==> config.mk <==
export PLATFORM = sky130hd
export DESIGN_NAME = interrupt_request_latch_flat
export DESIGN_NICKNAME = d
export VERILOG_FILES = /design/src/rtl/interrupt_request_latch_if.sv /design/src/rtl/interrupt_request_latch.sv /design/src/flat_wrapper.sv
export SDC_FILE = /design/constraint.sdc
export NUM_CORES = 1
export LEC_CHECK = 0
export ABC_AREA = 1
export BUFFER_PORTS_ARGS = -buffer_cell sky130_fd_sc_hd__buf_2
export CAP_MARGIN = 5
export CORE_MARGIN = 2
export CORE_UTILIZATION = 45
export DETAILED_ROUTE_END_ITERATION = 10
export PLACE_DENSITY = 0.69
export SLEW_MARGIN = 20
export SYNTH_ARGS = -nofsm -noshare
export SYNTH_HDL_FRONTEND = slang
export SYNTH_SLANG_ARGS = --single-unit
==> constraint.sdc <==
create_clock -name Clock -period 1.4 [get_ports Clock]
set_clock_uncertainty 0.2 [all_clocks]
set_input_delay 0.28 -clock Clock [delete_from_list [all_inputs] [get_ports Clock]]
set_output_delay 0.28 -clock Clock [all_outputs]
set_load 0.005 [all_outputs]
==> src/rtl/interrupt_request_latch_if.sv <==
// Sequencer-side service handshake of the interrupt request latch.
// The sequencer drives master; the latch drives slave.
interface interrupt_request_latch_if;
    logic       Fetch_Sync;
    logic       Ack;
    logic       Int_Take;
    logic [1:0] Vector_Sel;

    modport master (
        output Fetch_Sync,
        output Ack,
        input  Int_Take,
        input  Vector_Sel
    );

    modport slave (
        input  Fetch_Sync,
        input  Ack,
        output Int_Take,
        output Vector_Sel
    );
endinterface

==> src/rtl/interrupt_request_latch.sv <==
// Synchronises and qualifies RES/NMI/IRQ pins into pending bits and runs the vector service handshake.
// Optional macro IRQ_GLITCH_FILTER_EN: IRQ must be low on two consecutive enabled samples.
module interrupt_request_latch #(
    parameter int unsigned SyncStages   = 2,
    parameter int unsigned ResMinCycles = 2
) (
    input  logic                         Clock,
    input  logic                         Reset,
    input  logic                         Phi2_En,
    input  logic                         RES_n,
    input  logic                         NMI_n,
    input  logic                         IRQ_n,
    input  logic                         I_Flag,
    interrupt_request_latch_if.slave     seq,
    output logic                         Res_Pending,
    output logic                         Nmi_Pending,
    output logic                         Irq_Pending
);
    localparam logic [1:0] VEC_NONE = 2'b00;
    localparam logic [1:0] VEC_IRQ  = 2'b01;
    localparam logic [1:0] VEC_NMI  = 2'b10;
    localparam logic [1:0] VEC_RES  = 2'b11;
    localparam logic [3:0] CNT_MAX  = 4'(ResMinCycles);

    typedef enum logic {IDLE, SERVICE} state_t;

    state_t                state;
    logic [SyncStages-1:0] res_sync;
    logic [SyncStages-1:0] nmi_sync;
    logic [SyncStages-1:0] irq_sync;
    logic                  res_s;
    logic                  nmi_s;
    logic                  irq_s;
    logic                  nmi_prev;
    logic [3:0]            res_cnt;
    logic [3:0]            res_cnt_next;
    logic                  res_hit;
    logic                  nmi_edge;
    logic                  irq_level;
    logic                  int_take;
    logic [1:0]            vector_sel;
    logic                  ack_clear;

    assign seq.Int_Take   = int_take;
    assign seq.Vector_Sel = vector_sel;

    assign res_s = res_sync[SyncStages-1];
    assign nmi_s = nmi_sync[SyncStages-1];
    assign irq_s = irq_sync[SyncStages-1];

    always_ff @(posedge Clock or posedge Reset) begin
        if (Reset) begin
            res_sync <= '1;
            nmi_sync <= '1;
            irq_sync <= '1;
        end else begin
            res_sync <= {res_sync[SyncStages-2:0], RES_n};
            nmi_sync <= {nmi_sync[SyncStages-2:0], NMI_n};
            irq_sync <= {irq_sync[SyncStages-2:0], IRQ_n};
        end
    end

`ifdef IRQ_GLITCH_FILTER_EN
    logic irq_filt;

    always_ff @(posedge Clock or posedge Reset) begin
        if (Reset) begin
            irq_filt <= 1'b1;
        end else if (Phi2_En) begin
            irq_filt <= irq_s;
        end
    end

    assign irq_level = ~irq_s & ~irq_filt;
`else
    assign irq_level = ~irq_s;
`endif

    always_comb begin
        res_cnt_next = '0;
        if (!res_s) begin
            res_cnt_next = (res_cnt == CNT_MAX) ? res_cnt : res_cnt + 4'd1;
        end
        res_hit  = !res_s && (res_cnt_next == CNT_MAX);
        nmi_edge = nmi_prev & ~nmi_s;
        // Ack only counts while servicing; in IDLE it is ignored entirely.
        ack_clear = (state == SERVICE) && seq.Ack;
    end

    always_ff @(posedge Clock or posedge Reset) begin
        if (Reset) begin
            state       <= IDLE;
            res_cnt     <= '0;
            nmi_prev    <= 1'b1;
            Res_Pending <= 1'b1;
            Nmi_Pending <= 1'b0;
            Irq_Pending <= 1'b0;
            int_take    <= 1'b0;
            vector_sel  <= VEC_NONE;
        end else if (Phi2_En) begin
            res_cnt     <= res_cnt_next;
            nmi_prev    <= nmi_s;
            Irq_Pending <= irq_level & ~I_Flag;

            // A fresh qualification or edge beats a clear from the same Ack.
            if (res_hit) begin
                Res_Pending <= 1'b1;
            end else if (ack_clear && vector_sel == VEC_RES && res_s) begin
                Res_Pending <= 1'b0;
            end

            if (nmi_edge) begin
                Nmi_Pending <= 1'b1;
            end else if (ack_clear && vector_sel == VEC_NMI) begin
                Nmi_Pending <= 1'b0;
            end

            case (state)
                IDLE: begin
                    if (seq.Fetch_Sync && (Res_Pending || Nmi_Pending || Irq_Pending)) begin
                        state    <= SERVICE;
                        int_take <= 1'b1;
                        if (Res_Pending) begin
                            vector_sel <= VEC_RES;
                        end else if (Nmi_Pending) begin
                            vector_sel <= VEC_NMI;
                        end else begin
                            vector_sel <= VEC_IRQ;
                        end
                    end
                end
                SERVICE: begin
                    if (seq.Ack) begin
                        state      <= IDLE;
                        int_take   <= 1'b0;
                        vector_sel <= VEC_NONE;
                    end else if (Res_Pending && vector_sel != VEC_RES) begin
                        vector_sel <= VEC_RES;
                    end
                end
                default: begin
                    state      <= IDLE;
                    int_take   <= 1'b0;
                    vector_sel <= VEC_NONE;
                end
            endcase
        end
    end
endmodule

==> src/flat_wrapper.sv <==
// flat-port wrapper written by rule: the top's interface ports become plain ports
module interrupt_request_latch_flat 
#(
    parameter int unsigned SyncStages   = 2,
    parameter int unsigned ResMinCycles = 2
)
  (Clock, Reset, Phi2_En, RES_n, NMI_n, IRQ_n, I_Flag, Res_Pending, Nmi_Pending, Irq_Pending, seq_Fetch_Sync, seq_Ack, seq_Int_Take, seq_Vector_Sel);
  interrupt_request_latch_if seq_i ();
  input  logic Clock;
  input  logic Reset;
  input  logic Phi2_En;
  input  logic RES_n;
  input  logic NMI_n;
  input  logic IRQ_n;
  input  logic I_Flag;
  output logic Res_Pending;
  output logic Nmi_Pending;
  output logic Irq_Pending;
  input wire logic [$bits(seq_i.Fetch_Sync)-1:0] seq_Fetch_Sync;
  input wire logic [$bits(seq_i.Ack)-1:0] seq_Ack;
  output wire logic [$bits(seq_i.Int_Take)-1:0] seq_Int_Take;
  output wire logic [$bits(seq_i.Vector_Sel)-1:0] seq_Vector_Sel;
  assign seq_i.Fetch_Sync = seq_Fetch_Sync;
  assign seq_i.Ack = seq_Ack;
  assign seq_Int_Take = seq_i.Int_Take;
  assign seq_Vector_Sel = seq_i.Vector_Sel;
  interrupt_request_latch #(.SyncStages(SyncStages), .ResMinCycles(ResMinCycles)) u_core (.Clock(Clock), .Reset(Reset), .Phi2_En(Phi2_En), .RES_n(RES_n), .NMI_n(NMI_n), .IRQ_n(IRQ_n), .I_Flag(I_Flag), .seq(seq_i), .Res_Pending(Res_Pending), .Nmi_Pending(Nmi_Pending), .Irq_Pending(Irq_Pending));
endmodule
* Word level (Yosys, flattened, before mapping) *
Index checks and enable logic that the tools add are counted.

word-level totals
  bits in registers = 18

cells by class
  add/subtract/negate cells = 1
  muxes and demuxes = 18
  reduce and logical (&&, ||, !) cells = 16
  bitwise operators = 6
  eq/ne operators = 8

operator list
  operator                                        count
  two-way mux 2 bit                               5
  == test 4 x 2 -> 1 bit (second input constant)  2
  two-way mux 1 bit                               8
  two-way mux 4 bit                               2
  logical AND 1 bit                               7
  AND reduction 3 bit                             2
  adder 4 x 1 -> 4 bit (second input constant)    1
  == test 2 bit (second input constant)           2
  != test 2 bit (second input constant)           2
  inverter 1 bit                                  4
  one-hot mux 1 bit (2 select lines)              2
  one-hot mux 2 bit (2 select lines)              1
  AND reduction 2 bit                             2
  nonzero test 2 bit                              2
  != test 3 bit (second input constant)           1
  AND 1 bit                                       2
  logical OR 1 bit                                2
  != test 2 x 1 -> 1 bit (second input constant)  1
  logical NOT 1 bit                               1

* Logic depth before layout (Yosys ltp) *
Gate-level depths: netlist of the first run.

  depth in word-level cells = 7
  depth in mapped cells = 9
  gate-level depth less buffers = 9

* Worst setup path before layout of the first run *
Ideal clock, no wire load.

  path type = reg2reg
  start = register u_core.res_cnt[0]
  end = register u_core.Res_Pending
  data required time = 1140 ps
  stages on the path, launching flop included = 8
  slack = 50 ps
  arrival time = 1090 ps
  path buffers = 0
  path through = dfrtp_1 inv_1 ha_1 nor2_1 nand3_1 inv_1 nand3_1 nand2_1

between the ends
  longest elaborated chain between the ends = 7
  elaborated cells between the ends (all ways) = 9

ends and longest elaborated chain
  element                                                                RTL line                        text
  start, declared                                                        interrupt_request_latch.sv:35   logic [3:0] res_cnt;
  start signal, assigned                                                 interrupt_request_latch.sv:101  res_cnt <= res_cnt_next;
  adder 4 x 1 -> 4 bit / == test 4 x 2 -> 1 bit (equally long branches)  interrupt_request_latch.sv:82   res_cnt_next = (res_cnt == CNT_MAX) ? res_cnt : res_cnt + 4'd1;
  two-way mux 4 bit *                                                    interrupt_request_latch.sv:82
  two-way mux 4 bit *                                                    interrupt_request_latch.sv:81   if (!res_s) begin
  == test 4 x 2 -> 1 bit *                                               interrupt_request_latch.sv:84   res_hit = !res_s && (res_cnt_next == CNT_MAX);
  logical AND 1 bit *                                                    interrupt_request_latch.sv:84
  nonzero test 2 bit (no source line)                                    --
  AND reduction 2 bit (no source line)                                   --
  end signal, assigned                                                   interrupt_request_latch.sv:95   Res_Pending <= 1'b1;
  end signal, assigned                                                   interrupt_request_latch.sv:107  Res_Pending <= 1'b1;
  end signal, assigned                                                   interrupt_request_latch.sv:109  Res_Pending <= 1'b0;
  end, declared                                                          interrupt_request_latch.sv:15   output logic Res_Pending,

Every way passes the cells marked *; elsewhere a longest branch is shown, timed or not.
A chain may end at the register's enable or synchronous reset.

* Worst setup path after layout of the first run *
  start = register u_core.res_cnt[1]
  end = register u_core.res_cnt[1]

between the ends
  longest elaborated chain between the ends = 3
  elaborated cells between the ends (all ways) = 4

ends and longest elaborated chain
  element                                                                RTL line
  adder 4 x 1 -> 4 bit / == test 4 x 2 -> 1 bit (equally long branches)  interrupt_request_latch.sv:82
  two-way mux 4 bit *                                                    interrupt_request_latch.sv:82
  two-way mux 4 bit *                                                    interrupt_request_latch.sv:81

Marks and branches as above.

==> flow_metrics.env, run 1 <==
export IMPL_clock_latency_ns=0.30
export IMPL_crit_fanout=4
export IMPL_grt_overflow=0
export IMPL_utilization_pct=64.66
export IMPL_synth_area_sq_um=847.1
export IMPL_finalCritPeriodShare_pct=103.9
export IMPL_pwr_share_clk_pct=19.9
export IMPL_final_hold_viol_count=0
export IMPL_vdd_drop_max_uv=720.1
export IMPL_synthTopCellsByArea="dfrtp_1 (30%), dfstp_2 (25%), nand2_1 (9.3%)"
export IMPL_arrival_ns=1.45
export IMPL_vias_per_cell=4.825
export IMPL_ant_nets=0
export IMPL_powerDensity_nw_per_um2=1446
export IMPL_dp_hpwl_um=1033
export IMPL_synthAdderAreaFrac_pct=2.954
export IMPL_min_period_ns=1.454
export IMPL_critPathLaunchType="flop"
export IMPL_layout_common_cells="nand2_1 (17), buf_2 (13), inv_1 (10), dfrtp_1 (8), dfstp_2 (8)"
export IMPL_ctsRootBufferMaster="clkbuf_4"
export IMPL_final_cell_area_sq_um=1129
export IMPL_synth_top_area_share_pct=29.54
export IMPL_diodes=0
export IMPL_grt_first_pass_wirelength_um=2421
export IMPL_grt_pass1_vias=598
export IMPL_final_common_cell="nand2_1"
export IMPL_die_area_sq_um=2245
export IMPL_clock_path_buffers=2
export IMPL_tritoncts="yes"
export IMPL_start_util_pct=48.53
export IMPL_setup_violations=5
export IMPL_area_delta_synth_final_pct=33.23
export IMPL_ys_warn_count=0
export IMPL_die_x_um=47.39
export IMPL_syn_area_per_cell_sq_um=9.308
export IMPL_tightest_slew_ns=0.2463
export IMPL_holdPathEnd="u_core.state"
export IMPL_drv_cap=0
export IMPL_swShare_pct=34.50
export IMPL_rsz0062_at_grt="yes"
export IMPL_clk_pin_slew_ns=0.11
export IMPL_ys_seq_area_share_pct=54.36
export IMPL_numCtsBuffers=3
export IMPL_muxShareOfSynthArea_pct=0
export IMPL_hold_class="in -> reg"
export IMPL_n_fill_cell=159
export IMPL_nets=130
export IMPL_syn_inst=91
export IMPL_grtUsageTotal_pct=15.96
export IMPL_drtIter0Drc=20
export IMPL_syn_nets=102
export IMPL_htree_levels=1
export IMPL_fmax_mhz=687.5
export IMPL_r2r_slack_ns=-0.05
export IMPL_endpoint_kind="flop"
export IMPL_dpl_cell_count=130
export IMPL_violations="negative setup slack"
export IMPL_routabilityCongestion=0.8847
export IMPL_antenna_found_initial=0
export IMPL_power_frac_comb_pct=34.2
export IMPL_synth_top_family_by_area="simple AND/OR/NAND/NOR gates"
export IMPL_critical_path_class="reg -> reg"
export IMPL_route_detailed_drc=0
export IMPL_num_rows=15
export IMPL_reg2regPathDepth=4
export IMPL_die_height_um=47.39
export IMPL_synth_xor_area_share_pct=0
export IMPL_ys_seq_elements=18
export IMPL_required_ns=1.39
export IMPL_dr_pass1_iters=4
export IMPL_drive_gt1_share_pct=45.76
export IMPL_min_path_cells=3
export IMPL_power_uw=1632
export IMPL_avgRoutedWirePerCell_um=12.64
export IMPL_synth_compound_area_share_pct=11.52
export IMPL_drv_slew=0
export IMPL_layoutNonFillerInstCount=143
export IMPL_wl_um=1808
export IMPL_min_delay_start="seq_Fetch_Sync"
export IMPL_io_buffers=14
export IMPL_core_sq_um=1745
export IMPL_reg2reg_from="u_core.res_cnt[1]"
export IMPL_timing_final_ws_setup_ns=-0.05448
export IMPL_yosysUniqueCellTypes=20
export IMPL_clock_sinks=18
export IMPL_num_vias=690
export IMPL_pwr_share_seq_pct=45.8
export IMPL_yosys_area_share_simple_pct=22.01
export IMPL_r2r_end="u_core.res_cnt[1]"
export IMPL_slew_headroom_pct=83.44
export IMPL_status="finished, violations left"
export IMPL_grt_max_degree=19
export IMPL_dpl_instance_area_sq_um=940.9
export IMPL_synth_top_area_cell="dfrtp_1"
export IMPL_p_switching_uw=563.1
export IMPL_ios=15
export IMPL_p_int_uw=1069
export IMPL_leakagePower_uw=0.0005247
==> per-layer routing <==
layer,track usage (%),vias up,routed length [um]
met5,0,-,0
li1,-,349,-
met3,2.692,6,75
met1,19.71,320,819
met2,25.68,15,876
met4,10.00,0,36
==> flip-flops by register name, summed over array words and instances (netlist names) <==
register               cells
u_core.res_cnt             4
u_core.res_sync            2
u_core.irq_sync            2
u_core.state               1
u_core.seq.Int_Take        1
u_core.Irq_Pending         1
u_core.Nmi_Pending         1
u_core.seq.Vector_Sel      2
u_core.Res_Pending         1
u_core.nmi_prev            1
u_core.nmi_sync            2
==> worst max-delay path, stage by stage (launching register included) <==
cell,delay [ns]
dfrtp_2,0.48
ha_4,0.29
nor2_4,0.04
buf_4,0.13
a22o_2,0.21
==> cells by family after synthesis <==
kind of cell / count (synthesis)
AOI/OAI and AO/OA: 14
adders and majority gates: 2
buffers and inverters: 16
DFF: 18
and+or+nand+nor: 41
==> worst max path at each step <==
stage	from	endpoint	slack, ns	cells past startpoint
2_1_floorplan	u_core.res_cnt[0]	u_core.Res_Pending	0.05	7
3_3_place_gp	u_core.Res_Pending	u_core.seq.Vector_Sel[1]	0.05	7
3_5_place_dp	u_core.res_cnt[0]	u_core.Res_Pending	-0.01	7
4_1_cts	u_core.Res_Pending	Res_Pending	-0.06	1
5_1_grt	u_core.res_cnt[0]	u_core.res_cnt[1]	-0.09	5
6_report	u_core.res_cnt[1]	u_core.res_cnt[1]	-0.05	4
==> final cells by class <==
type	count	area [sq um]	area share, %
flip-flops and latches	18	462.9	41.02
multi-input cells	57	371.6	32.93
repair buffers	25	171.4	15.19
inverters	14	55.05	4.878
clock buffers	4	36.28	3.215
well taps	25	31.28	2.772
==> Yosys cell counts <==
library cell and number:
o21ai_2 1, nor2_4 1, a21oi_1 1, o21ai_0 7, dfrtp_1 10, buf_6 2, nand3_1 10, o31ai_1 2
inv_4 1, a21boi_1 1, dfstp_2 8, nand2_1 21, inv_2 1, inv_1 12, ha_1 2, nor2_1 4
nand4_1 4, nand2_2 1, a22o_2 1, a21oi_4 1
==> power by group through the flow <==
stage | sequential, uW | combinational, uW | clock [uW]
floorplan | 742 | 270 | 0
global placement | 741 | 402 | 0
detailed placement | 746 | 409 | 0
CTS | 728 | 466 | 339
global route | 766 | 623 | 357
finish | 748 | 559 | 325
==> stage by stage <==
stage	hold slack, ns	worst slack, ns	TNS, ns
2_1_floorplan	0.01273	0.04979	0
3_3_place_gp	0.09924	0.04909	0
3_5_place_dp	0.1027	-0.01089	-0.01089
4_1_cts	0.02336	-0.05925	-0.05925
5_1_grt	0.05124	-0.08548	-0.4532
6_report	0.04757	-0.05448	-0.1257
==> what timing repair did <==
action,4_1_cts,5_1_grt
pin swaps,1,4
hold endpoints to repair,14,0
gates resized for setup,1,19
setup endpoints to repair,3,6
buffers inserted,3,1
hold buffers,5,0
gates cloned,0,0
(Power assumes the default switching activity.)
==> run 2, diff against run 1 <==
--- a/config.mk
+++ b/config.mk
@@ -12,6 +12,7 @@
 export CORE_UTILIZATION = 45
 export DETAILED_ROUTE_END_ITERATION = 10
 export PLACE_DENSITY = 0.69
+export SKIP_LAST_GASP = 1
 export SLEW_MARGIN = 20
 export SYNTH_ARGS = -nofsm -noshare
 export SYNTH_HDL_FRONTEND = slang
==> run 2 against run 1 <==
The run still ends with negative setup slack left. Combinational power shrank 3%. Count of clock-buffer cells in the layout is the same. Clock power shrank 1%. First-iteration DRC count shrank 40%. Register-to-register slack gained 0.02 ns. Worst hold slack gained 0.0068 ns. Critical endpoint unchanged.
==> flow_metrics.env, run 2 (synthesis gave the netlist of run 1 again) <==
export IMPL_clk_pin_slew_ns=0.10
export IMPL_endpoint_kind="flop"
export IMPL_fmax_mhz=695.3
export IMPL_cp_top_family="flip-flops"
export IMPL_drive_gt1_share_pct=43.22
export IMPL_numCtsBuffers=3
export IMPL_num_vias=697
export IMPL_finalCritPeriodShare_pct=102.7
export IMPL_dp_slack_ns=-0.01089
export IMPL_vias_per_cell=4.874
export IMPL_critical_path_class="reg -> reg"
export IMPL_final_common_cell="nand2_1"
export IMPL_grtUsageTotal_pct=15.96
export IMPL_nets=130
export IMPL_drv_slew=0
export IMPL_timing_critical_path_buf_inv=1
export IMPL_die_area_sq_um=2245
export IMPL_dr_pass1_iters=4
export IMPL_diodes=0
export IMPL_slowest_delay_ns=0.47
export IMPL_powerDensity_nw_per_um2=1438
export IMPL_num_rows=15
export IMPL_crit_fanout=4
export IMPL_tightest_slew_ns=0.2094
export IMPL_totalNegativeSetupSlack_ns=-0.09579
export IMPL_grt_overflow=0
export IMPL_arrival_ns=1.43
export IMPL_slew_headroom_pct=85.92
export IMPL_ant_nets=0
export IMPL_critPathLaunchType="flop"
export IMPL_htree_levels=1
export IMPL_top_register="u_core.res_cnt"
export IMPL_clock_latency_ns=0.30
export IMPL_rsz0062_at_grt="yes"
export IMPL_wl_um=1665
export IMPL_slowest_stage="dfrtp_2"
export IMPL_grt_first_pass_wirelength_um=2421
export IMPL_vdd_drop_max_uv=709.3
export IMPL_avgRoutedWirePerCell_um=11.64
export IMPL_route_detailed_drc=0
export IMPL_clock_sinks=18
export IMPL_layout_common_cells="nand2_1 (17), buf_2 (13), inv_1 (11)"
export IMPL_die_x_um=47.39
export IMPL_leakagePower_uw=0.0005212
export IMPL_routabilityCongestion=0.8847
export IMPL_largest_reg_flops=4
export IMPL_min_period_ns=1.438
export IMPL_ctsRootBufferMaster="clkbuf_4"
export IMPL_io_buffers=14
export IMPL_path_cells="ha_4 > nor2_4 > buf_4 > a22o_2"
export IMPL_antenna_found_initial=0
export IMPL_hold_class="in -> reg"
export IMPL_area_delta_synth_final_pct=32.05
export IMPL_grt_max_degree=19
export IMPL_start_util_pct=48.53
export IMPL_required_ns=1.39
export IMPL_violations="negative setup slack"
export IMPL_grt_pass1_vias=598
export IMPL_drtIter0Drc=12
export IMPL_r2r_slack_ns=-0.04
export IMPL_drv_cap=0
export IMPL_final_hold_viol_count=0
export IMPL_status="finished, violations left"
export IMPL_ios=15
export IMPL_dp_hpwl_um=1033
export IMPL_die_height_um=47.39
export IMPL_setup_violations=4
export IMPL_clock_path_buffers=2
export IMPL_tritoncts="yes"
export IMPL_timing_final_ws_setup_ns=-0.03820
export IMPL_core_sq_um=1745
[run 2: final cells by class]
class                      count  area, sq um
clock buffer                   4        36.28
fill                         156        626.9
inverter                      14        55.05
multi-input combinational     57        361.6
sequential                    18        462.9
tap                           25        31.28
timing repair buffer          25        171.4
[run 2: report_power, final]
group / leakage, uW / switching [uW] / internal, uW / total (uW)
sequential: 0.000205 / 102 / 644 / 747
combinational: 0.000296 / 278 / 263 / 541
clock: 0.0000210 / 162 / 159 / 321
[run 2: layer usage]
metal / vias to the layer above / global-route usage, % / share of wire, %
li1: 349 / - / -
met1: 325 / 19.71 / 46
met2: 19 / 25.68 / 49
met3: 4 / 2.692 / 4.3
met4: 0 / 10.00 / 1.3
met5: - / 0 / 0
[run 2: per-stage QoR]
| stage | utilization [%] | hold WS (ns) | instances | instance area [sq um] | power, uW |
|---|---|---|---|---|---|
| after floorplan | - | 0.01273 | 91 | 847.1 | 1012 |
| after global placement | 53.91 | 0.09924 | 130 | 940.9 | 1143 |
| after detailed placement | 53.91 | 0.1027 | 130 | 940.9 | 1155 |
| after CTS | 60.29 | 0.02336 | 142 | 1052 | 1534 |
| after global routing | 64.09 | 0.05124 | 143 | 1119 | 1728 |
| final | 64.09 | 0.05434 | 143 | 1119 | 1609 |
[run 2: final timing paths]
| kind | from | end | cells past startpoint |
|---|---|---|---|
| setup / recovery | u_core.res_cnt[1] | u_core.res_cnt[1] | 4 |
| max in group asynchronous | Reset | u_core.nmi_sync[1] | 4 |
| setup reg to reg | u_core.res_cnt[1] | u_core.res_cnt[1] | 4 |
| hold reg to reg | u_core.nmi_sync[0] | u_core.nmi_sync[1] | 0 |
| min in group asynchronous | Reset | u_core.res_cnt[3] | 4 |
| hold / removal | seq_Fetch_Sync | u_core.state | 3 |
[run 2: worst register-to-register path: stages, from the launching register on]
cell,delay (ns)
dfrtp_2,0.47
ha_4,0.30
nor2_4,0.04
buf_4,0.13
a22o_2,0.21
[run 2: what timing repair did]
action | 4_1_cts | 5_1_grt
hold endpoints to repair | 14 | 0
pin swaps | 1 | 4
hold buffers | 5 | 0
endpoints found under the setup margin | 3 | 6
gates resized for setup | 1 | 15
setup buffers | 3 | 1
==> run 3, diff against run 2 <==
--- a/config.mk
+++ b/config.mk
@@ -10,8 +10,10 @@
 export CAP_MARGIN = 5
 export CORE_MARGIN = 2
 export CORE_UTILIZATION = 45
+export CTS_CLUSTER_SIZE = 16
 export DETAILED_ROUTE_END_ITERATION = 10
 export PLACE_DENSITY = 0.69
+export SETUP_SLACK_MARGIN = 0.15
 export SKIP_LAST_GASP = 1
 export SLEW_MARGIN = 20
 export SYNTH_ARGS = -nofsm -noshare
==> run 3 against run 2 <==
The flow still finishes with violations (negative setup slack). First-iteration DRC count fell by 25%. Critical endpoint is now Res_Pending. Register-to-register slack improved by 0.03 ns. Utilization is 5.2 points higher. Highest routed layer unchanged.
==> flow_metrics.env, run 3 (synthesis gave the netlist of run 1 again) <==
export IMPL_p_switching_uw=607.8
export IMPL_num_vias=744
export IMPL_layoutNonFillerInstCount=148
export IMPL_dr_pass1_iters=4
export IMPL_grt_overflow=0
export IMPL_timing_final_ws_setup_ns=-0.03092
export IMPL_cp_top_family="flip-flops"
export IMPL_wl_met2_um=925
export IMPL_p_int_uw=1105
export IMPL_avgRoutedWirePerCell_um=12.40
export IMPL_wl_um=1835
export IMPL_slowest_stage="dfstp_2"
export IMPL_arrival_ns=0.95
export IMPL_final_common_cell="buf_2"
export IMPL_grt_first_pass_wirelength_um=2711
export IMPL_met1_length_um=807
export IMPL_endpoint_kind="output pin"
export IMPL_n_fill_cell=146
export IMPL_tritoncts="yes"
export IMPL_clock_latency_ns=0.30
export IMPL_drive_gt1_share_pct=55.28
export IMPL_violations="negative setup slack"
export IMPL_hold_class="in -> reg"
export IMPL_top_layer="met4"
export IMPL_clk_pin_slew_ns=0.10
export IMPL_dp_hpwl_um=1085
export IMPL_powerDensity_nw_per_um2=1415
export IMPL_tightest_slew_ns=0.2472
export IMPL_drtIter0Drc=9
export IMPL_top_register="u_core.res_cnt"
export IMPL_die_x_um=47.39
export IMPL_slew_headroom_pct=83.38
export IMPL_crit_fanout=2
export IMPL_route_detailed_drc=0
export IMPL_finalCritPeriodShare_pct=102.2
export IMPL_pwr_share_clk_pct=15.6
export IMPL_core_sq_um=1745
export IMPL_setup_violations=3
export IMPL_grt_max_degree=19
export IMPL_status="finished, violations left"
export IMPL_wl_met3_um=57
export IMPL_grt_pass1_vias=657
export IMPL_swShare_pct=35.50
export IMPL_io_buffers=14
export IMPL_area_delta_synth_final_pct=42.84
export IMPL_die_area_sq_um=2245
export IMPL_vias_per_cell=5.027
export IMPL_clock_path_buffers=2
export IMPL_layout_common_cells="buf_2 (14), nand2_1 (11), inv_1 (10), nand2_2 (9), buf_4 (9)"
export IMPL_drv_cap=0
export IMPL_htree_levels=1
export IMPL_power_uw=1712
export IMPL_numCtsBuffers=3
export IMPL_start_util_pct=48.53
export IMPL_clock_sinks=18
export IMPL_largest_reg_flops=4
export IMPL_antenna_found_initial=0
export IMPL_pwr_share_seq_pct=43.7
export IMPL_timing_critical_path_buf_inv=1
export IMPL_power_frac_comb_pct=40.7
export IMPL_critical_path_class="reg -> out"
export IMPL_path_cells="buf_2"
export IMPL_nets=135
export IMPL_leakagePower_uw=0.0005522
export IMPL_rsz0062_at_grt="yes"
export IMPL_grtUsageTotal_pct=17.79
export IMPL_num_rows=15
export IMPL_diodes=0
export IMPL_slowest_delay_ns=0.55
export IMPL_min_period_ns=1.431
export IMPL_final_hold_viol_count=0
export IMPL_ctsRootBufferMaster="clkbuf_4"
export IMPL_drv_slew=0
export IMPL_dpl_cell_count=129
export IMPL_routabilityCongestion=0.8877
export IMPL_die_height_um=47.39
export IMPL_ios=15
export IMPL_critPathLaunchType="flop"
export IMPL_fmax_mhz=698.9
export IMPL_required_ns=0.92
export IMPL_vdd_drop_max_uv=758.1
export IMPL_ant_nets=0
run 3: cell types whose count changed in the layout (fill, tap and decap cells not counted), moves of 3 or more:
cell	previous run	this run
nand2_1	17	11
nand2_2	5	9
buf_4	6	9
nand3_1	8	5
run 3: power groups by stage:
stage / Combinational [uW] / Sequential [uW] / Clock, uW
after CTS: 574 / 733 / 284
after floorplan: 276 / 742 / 0
after global placement: 401 / 744 / 0
after global routing: 774 / 765 / 302
after detailed placement: 408 / 751 / 0
final: 697 / 749 / 267
run 3: repair_timing:
action,in CTS,in global routing
buffers inserted,8,2
endpoints found under the hold margin,14,0
endpoints found under the setup margin,13,15
cloned,0,0
hold buffers,5,0
resized for setup,10,25
pin swaps,9,15
run 3: path summary, 6_finish.rpt:
kind,startpoint,to,slack (ns),cells after the start
max in group asynchronous,Reset,u_core.nmi_sync[0],0.41,4
min,Phi2_En,u_core.res_cnt[2],0.1,2
max,u_core.Res_Pending,Res_Pending,-0.03,1
max reg2reg,u_core.res_cnt[0],u_core.res_cnt[0],-0.01,6
min in group asynchronous,Reset,u_core.res_cnt[3],0.32,4
min reg2reg,u_core.nmi_sync[0],u_core.nmi_sync[1],0.16,0
run 3: metal layers:
metal  track usage (%)  vias up
met5                 0        -
met4             10.00        0
met3             2.308        6
met2             28.65       19
met1             22.89      361
li1                  -      358
run 3: area by class of cell:
type / count / area [sq um] / area share (%)
clock buffer: 4 / 26.28 / 2.172
inverter: 14 / 55.05 / 4.550
multi-input combinational: 57 / 424.2 / 35.06
sequential: 18 / 462.9 / 38.26
tap: 25 / 31.28 / 2.585
timing repair buffer: 30 / 210.2 / 17.37
run 3: metrics by stage:
step / setup WS [ns] / util, % / hold WS (ns) / TNS (ns) / cell area (sq um)
finish: -0.03092 / 69.32 / 0.09886 / -0.04445 / 1210
floorplan: 0.09442 / - / 0.01273 / 0 / 854.6
CTS: -0.03126 / 63.80 / 0.1087 / -0.05208 / 1114
global route: -0.08959 / 69.32 / 0.1306 / -0.3442 / 1210
global placement: 0.01324 / 53.91 / 0.09953 / 0 / 940.9
detailed placement: -0.0008965 / 53.91 / 0.1040 / -0.0008965 / 940.9
